`src/rtl/spi_arb_pkg.sv`:
```
// Shared types and helpers for the SPI master arbiter.
package spi_arb_pkg;
  localparam int NBITS_W = 5;

  typedef enum logic [2:0] {IDLE, SETUP, SHIFT, HOLD, GAP} state_t;

  // Requested bit count of 0 or anything beyond the word width means a full word.
  function automatic logic [NBITS_W-1:0] eff_nbits(input logic [NBITS_W-1:0] n,
                                                   input logic [NBITS_W-1:0] wmax);
    return (n == '0 || n > wmax) ? wmax : n;
  endfunction
endpackage

```
`src/rtl/rr_arbiter.sv`:
```
// Round-robin picker: combinational search from the pointer, pointer advances past each grant.
module rr_arbiter #(
  parameter int NREQ = 3,
  parameter int IW   = (NREQ > 1) ? $clog2(NREQ) : 1
) (
  input  logic            clk,
  input  logic            rst,
  input  logic [NREQ-1:0] i_req,
  input  logic            i_en,
  output logic [NREQ-1:0] o_gnt,
  output logic [IW-1:0]   o_idx,
  output logic            o_any
);
  logic [IW-1:0] r_ptr;
  int            w_j;

  // Walk downward so the requester nearest the pointer is assigned last and wins.
  always_comb begin
    o_gnt = '0;
    o_idx = '0;
    o_any = 1'b0;
    w_j   = 0;
    for (int k = NREQ-1; k >= 0; k--) begin
      w_j = (int'(r_ptr) + k) % NREQ;
      if (i_req[w_j]) begin
        o_gnt      = '0;
        o_gnt[w_j] = 1'b1;
        o_idx      = IW'(w_j);
        o_any      = 1'b1;
      end
    end
  end

  always_ff @(posedge clk) begin
    if (rst)
      r_ptr <= '0;
    else if (i_en && o_any)
      r_ptr <= (o_idx == IW'(NREQ-1)) ? '0 : o_idx + 1'b1;
  end
endmodule

```
`src/rtl/spi_master_arbiter.sv`:
```
// Shared SPI mode-1 master: round-robin grant, CS framing, MSB-first shift of up to WIDTH bits.
module spi_master_arbiter
  import spi_arb_pkg::*;
#(
  parameter int NREQ     = 3,
  parameter int WIDTH    = 24,
  parameter int CLKDIV   = 4,
  parameter int CS_SETUP = 2
) (
  input  logic                    clk,
  input  logic                    rst,
  input  logic [NREQ-1:0]         req,
  input  logic [NREQ*WIDTH-1:0]   req_data,
  input  logic [NREQ*NBITS_W-1:0] req_nbits,
  output logic [NREQ-1:0]         gnt,
  output logic                    done,
  output logic [WIDTH-1:0]        rdata,
  output logic                    busy,
  output logic                    spi_sclk,
  output logic                    spi_mosi,
  input  logic                    spi_miso,
  output logic [NREQ-1:0]         cs_n
);
  localparam int IW = (NREQ > 1) ? $clog2(NREQ) : 1;
  localparam logic [15:0] DIV_LAST = 16'(CLKDIV - 1);
  localparam logic [15:0] CS_LAST  = 16'(CS_SETUP - 1);

  state_t               r_state, w_state_nxt;
  logic [15:0]          r_cnt;
  logic [NBITS_W-1:0]   r_bits;
  logic [WIDTH-1:0]     r_tx, r_rx, r_rdata;
  logic [NREQ-1:0]      r_gnt, r_cs_n;
  logic                 r_done, r_sclk, r_mosi;

  logic [NREQ-1:0]      w_gnt;
  logic [IW-1:0]        w_idx;
  logic                 w_any, w_grant, w_cnt_last;
  logic [WIDTH-1:0]     w_data;
  logic [NBITS_W-1:0]   w_nbits, w_shamt;

  rr_arbiter #(.NREQ(NREQ), .IW(IW)) u_arb (
    .clk   (clk),
    .rst   (rst),
    .i_req (req),
    .i_en  (w_grant),
    .o_gnt (w_gnt),
    .o_idx (w_idx),
    .o_any (w_any)
  );

  assign w_data     = req_data[int'(w_idx)*WIDTH +: WIDTH];
  assign w_nbits    = eff_nbits(req_nbits[int'(w_idx)*NBITS_W +: NBITS_W], NBITS_W'(WIDTH));
  assign w_shamt    = NBITS_W'(WIDTH) - w_nbits;
  assign w_cnt_last = (r_state == SHIFT) ? (r_cnt == DIV_LAST) : (r_cnt == CS_LAST);

  always_ff @(posedge clk) begin
    if (rst) r_state <= IDLE;
    else     r_state <= w_state_nxt;
  end

  always_comb begin
    w_state_nxt = r_state;
    w_grant     = 1'b0;
    case (r_state)
      IDLE:  if (w_any) begin
               w_grant     = 1'b1;
               w_state_nxt = SETUP;
             end
      SETUP: if (w_cnt_last) w_state_nxt = SHIFT;
      SHIFT: if (w_cnt_last && !r_sclk && r_bits == '0) w_state_nxt = HOLD;
      HOLD:  if (w_cnt_last) w_state_nxt = GAP;
      GAP:   if (w_cnt_last) w_state_nxt = IDLE;
      default: w_state_nxt = IDLE;
    endcase
  end

  // TX word is left-aligned at latch so every transfer shifts out of the top bit.
  always_ff @(posedge clk) begin
    if (rst) begin
      r_cnt   <= '0;
      r_bits  <= '0;
      r_tx    <= '0;
      r_rx    <= '0;
      r_rdata <= '0;
      r_gnt   <= '0;
      r_cs_n  <= '1;
      r_done  <= 1'b0;
      r_sclk  <= 1'b0;
      r_mosi  <= 1'b0;
    end else begin
      r_done <= 1'b0;
      r_cnt  <= (r_state == IDLE || w_cnt_last) ? '0 : r_cnt + 1'b1;
      case (r_state)
        IDLE: if (w_grant) begin
          r_gnt  <= w_gnt;
          r_cs_n <= ~w_gnt;
          r_tx   <= w_data << w_shamt;
          r_bits <= w_nbits;
          r_rx   <= '0;
          r_mosi <= 1'b0;
        end
        SETUP: if (w_cnt_last) begin
          r_sclk <= 1'b1;
          r_mosi <= r_tx[WIDTH-1];
          r_tx   <= r_tx << 1;
        end
        SHIFT: if (w_cnt_last) begin
          if (r_sclk) begin
            r_sclk <= 1'b0;
            r_rx   <= {r_rx[WIDTH-2:0], spi_miso};
            r_bits <= r_bits - 1'b1;
          end else if (r_bits != '0) begin
            r_sclk <= 1'b1;
            r_mosi <= r_tx[WIDTH-1];
            r_tx   <= r_tx << 1;
          end
        end
        HOLD: if (w_cnt_last) begin
          r_cs_n  <= '1;
          r_gnt   <= '0;
          r_done  <= 1'b1;
          r_rdata <= r_rx;
        end
        default: ;
      endcase
    end
  end

  assign gnt      = r_gnt;
  assign cs_n     = r_cs_n;
  assign done     = r_done;
  assign rdata    = r_rdata;
  assign busy     = (r_state != IDLE);
  assign spi_sclk = r_sclk;
  assign spi_mosi = r_mosi;
endmodule

```
`config.mk`:
```
export PLATFORM = sky130hd
export DESIGN_NAME = spi_master_arbiter
export DESIGN_NICKNAME = d
export VERILOG_FILES = /design/src/rtl/spi_arb_pkg.sv /design/src/rtl/rr_arbiter.sv /design/src/rtl/spi_master_arbiter.sv
export SDC_FILE = /design/constraint.sdc
export NUM_CORES = 1
export LEC_CHECK = 0
export BUFFER_PORTS_ARGS = -buffer_cell sky130_fd_sc_hd__buf_2
export CORE_MARGIN = 2
export CORE_UTILIZATION = 45
export CTS_CLUSTER_SIZE = 24
export DETAILED_ROUTE_END_ITERATION = 12
export PLACE_DENSITY = 0.7
export SLEW_MARGIN = 40
export SYNTH_ARGS = -nofsm -noshare
export SYNTH_HDL_FRONTEND = slang
export SYNTH_SLANG_ARGS = --single-unit
```
`constraint.sdc`:
```
create_clock -name clk -period 5.8 [get_ports clk]
set_input_delay 0.87 -clock clk [delete_from_list [all_inputs] [get_ports clk]]
set_output_delay 0.87 -clock clk [all_outputs]
set_load 0.01 [all_outputs]
```
==> summary.txt <==
Setup path
  • Most frequent CP cell: ha_1
  • Crit path cell chain: inv_1, ha_1, or2_4, and3_4, o41ai_4, o211a_1, nor2_1, or3_1, o21a_1, nand2_1, ha_1, o21ai_0, o221ai_4, nor2_2, nor3_2, buf_4, a32oi_1, a211oi_1
  • Max stage delay on crit path: approximately 0.70 ns
  • Worst EP arrival: ~5.3 ns
  • Critical path type: flop to flop
  • Startpoint types: flop
  • Crit path required time: 6.05 ns
  • Largest fanout on the critical path: 13
  • Slowest CP cell: o41ai_4
  • Crit end category: flop

Placed design
  • Post-place setup slack: just over 0.7 ns
  • Port Buffers: 126
  • Placed Cells: ~1200
  • DP Wirelength: around 13 mm
  • Final Wtd Congestion: between 0.9 and 1

Finish
  • Fill count: about 1500
  • Commonest non-fill, non-tap cell in the layout: nand2_1
  • Share of layout cells above drive strength 1: 21.6%
  • Sequential Area: 2140 um^2
  • Non-Filler Instances: 1199
  • Footprint of the multi-input gates: around 4600 um^2
  • Most frequent cells in the layout: nand2_1 (132), buf_2 (126), dfxtp_1 (107)
  • Layout Nets: 1085
  • Area grow syn2layout: 14.2%
  • Antenna Diode Count: 0

Clock tree
  • H-tree levels: 3
  • Maximum clock path buffer count: 2
  • Cts hold-fix bufs: 0
  • Root buffer cell: clkbuf_16
  • CTS Sinks: 107
  • Worst skew pair latency: 0.34 ns
  • Number of setup buffers added after CTS: 0
  • CTS Buf Count: 9
  • Cts repair resizes: 0
  • TritonCTS clock tree: done
  • Worst-path clk slew: around 0.07 ns

Timing
  • Pins Over Slew Limit: 0
  • Setup repair after global routing missed its margin: no
  • Crit share post-route: between 80 and 90%
  • Fin Setup TNS: 0 ns
  • Max Freq: roughly 0.20 GHz
  • Post-route setup slack: 0.723 ns
  • Worst Tran Pin Value: 0.871 ns
  • Worst clock skew: 0.0110 ns
  • Slew HR: roughly two fifths
  • Endpoints failing hold: 0
  • Setup violators final: 0
  • Crit path time final: 5.08 ns

Detailed routing
  • Drt drc: 0
  • Avg WL per Cell: around 15 um
  • Detailed Route WL: roughly 18 mm
  • Via density per instance: around 5.8
  • Vias: about 7000
  • Final ANT Viol Nets: 0
  • 1st-pass router iterations: 5
  • Drt initial violations: just over 500

Die
  • Die Height: 129 um
  • Die X: 129 um
  • Row count: 45
  • Boundary Pins: around 130
  • Starting Density: between 40% and 50%
  • Core Region: about 15000 um^2
  • Total die area: about 17000 um^2

Flow run
  • MaxCap Viol Count: 0

Yosys
  • Mean Syn Cell Area: between 7 and 8 um^2
  • Number of synthesized flops with an enable pin: 0
  • Synth Flop Type: dfxtp_1
  • Sequential area share after synthesis: between 30% and 40%
  • Synth warnings: 0
  • Ys async rst share: 0%
  • Synth cell types: 78
  • Number of cells produced by synthesis: approximately 900
  • Synth Cell Area: around 7100 um^2
  • Post-synth net total: ~1000
  • Synth Register Bits: around 110

Pwr
  • Power per Cell Area: around 540 nW/um^2
  • Internal: roughly 2.3 mW
  • Clock power share: 13.5%
  • Combinational power share: about two thirds
  • Sequential share of power: 20.8%
  • Worst VDD drop: around 0.00033 V
  • Switching share of power: between 40% and 50%
  • Tot Pwr: about 4.4 mW
  • Leakage: about 3.2 nW
  • NetSw: between 2 and 2.5 mW

Min path
  • Worst min path class: flop to flop

Status
  • Status: finished, final reports clean

GRT
  • Largest net degree at the start of global routing: 58
  • Initial antenna violation count: 0
  • GRT Total Usage: 21.9%
  • First-pass GRT wire length: about 30 mm
  • Vias in the first global route: 6216
  • Grt total ovfl: 0
## cell families (layout without fill, tap and decap cells)
group,count (synthesis),after routing,share of synthesized area (%)
mux,99,99,15.5
simple gates,351,351,22.9
compound gates,235,235,22.4
flops,107,107,30.3
xor+xnor,18,18,2.34
buf+inv,84,170,5.15
fa+ha+maj,8,8,1.42
## power groups by stage
stage | clock [mW] | combinational (mW) | sequential [mW]
after floorplan | 0 | 2.22 | 0.908
after global placement | 0 | 2.78 | 0.925
after detailed placement | 0 | 2.81 | 0.925
after CTS | 0.607 | 2.82 | 0.910
after global routing | 0.631 | 3.12 | 0.925
final | 0.591 | 2.87 | 0.912
## Yosys cell counts (10+ instances only)
master | instances | area share, %
inv_1 | 15 | 0.80
o21ai_0 | 35 | 2.5
or3_1 | 10 | 0.88
clkbuf_1 | 44 | 2.3
nand3_1 | 56 | 4.0
mux2_2 | 27 | 4.3
nor2_1 | 78 | 4.1
buf_2 | 12 | 0.85
mux2i_1 | 65 | 9.2
nor3_1 | 15 | 1.1
xor2_1 | 10 | 1.2
a211oi_1 | 17 | 1.8
dfxtp_1 | 107 | 30
o211ai_1 | 17 | 1.8
a21oi_1 | 83 | 5.9
a221oi_1 | 11 | 1.4
nand2_1 | 132 | 7.0
## sequential cells by signal, indices dropped and copies added, names as in the netlist
name and flops:
r_tx 24, gnt 3, r_rx 24, spi_mosi 1, r_cnt 16, r_state 3, rdata 24, u_arb.r_ptr 2
spi_sclk 1, cs_n 3, done 1, r_bits 5
## area by class of cell
class,instances,share of cell area (%)
sequential,107,26.5
clock buffer,9,2.79
timing repair buffer,138,8.92
inverter,17,0.790
clock inverter,6,0.775
multi-input combinational,711,56.9
tap,211,3.27
## worst max-delay path, delay by kind of cell (launching register included)
kind	cells	cell delay [ns]
simple gates	7	1.60
buf+inv	2	0.32
flops	1	0.38
fa+ha+maj	2	0.70
compound gates	7	1.97
## per-layer routing
metal,part of all wire [%],vias to the layer above,routed length (um),GRT usage (%)
li1,-,3446,-,-
met1,46,3219,8400,29.2
met2,47,210,8520,35.7
met3,5.0,37,918,3.84
met4,2.4,0,433,7.35
met5,0,-,0,0
## worst paths after layout
| path | to | slack, ns | depth (start not counted) | from |
|---|---|---|---|---|
| setup / recovery | r_tx[1] | 0.72 | 18 | u_arb.r_ptr[0] |
| hold / removal | rdata[18] | 0.45 | 2 | rdata[18] |
| setup reg to reg | r_tx[1] | 0.72 | 18 | u_arb.r_ptr[0] |
| hold reg to reg | rdata[18] | 0.45 | 2 | rdata[18] |
## stage by stage
stage / util [%] / cell area [um^2] / hold slack (ns)
2_1_floorplan: - / 7070 / 0.426
3_3_place_gp: 50.9 / 7770 / 0.439
3_5_place_dp: 51.0 / 7780 / 0.444
4_1_cts: 52.9 / 8070 / 0.455
5_1_grt: 52.9 / 8080 / 0.467
6_report: 52.9 / 8080 / 0.452
Note: power is estimated with default switching activity, not from simulation.
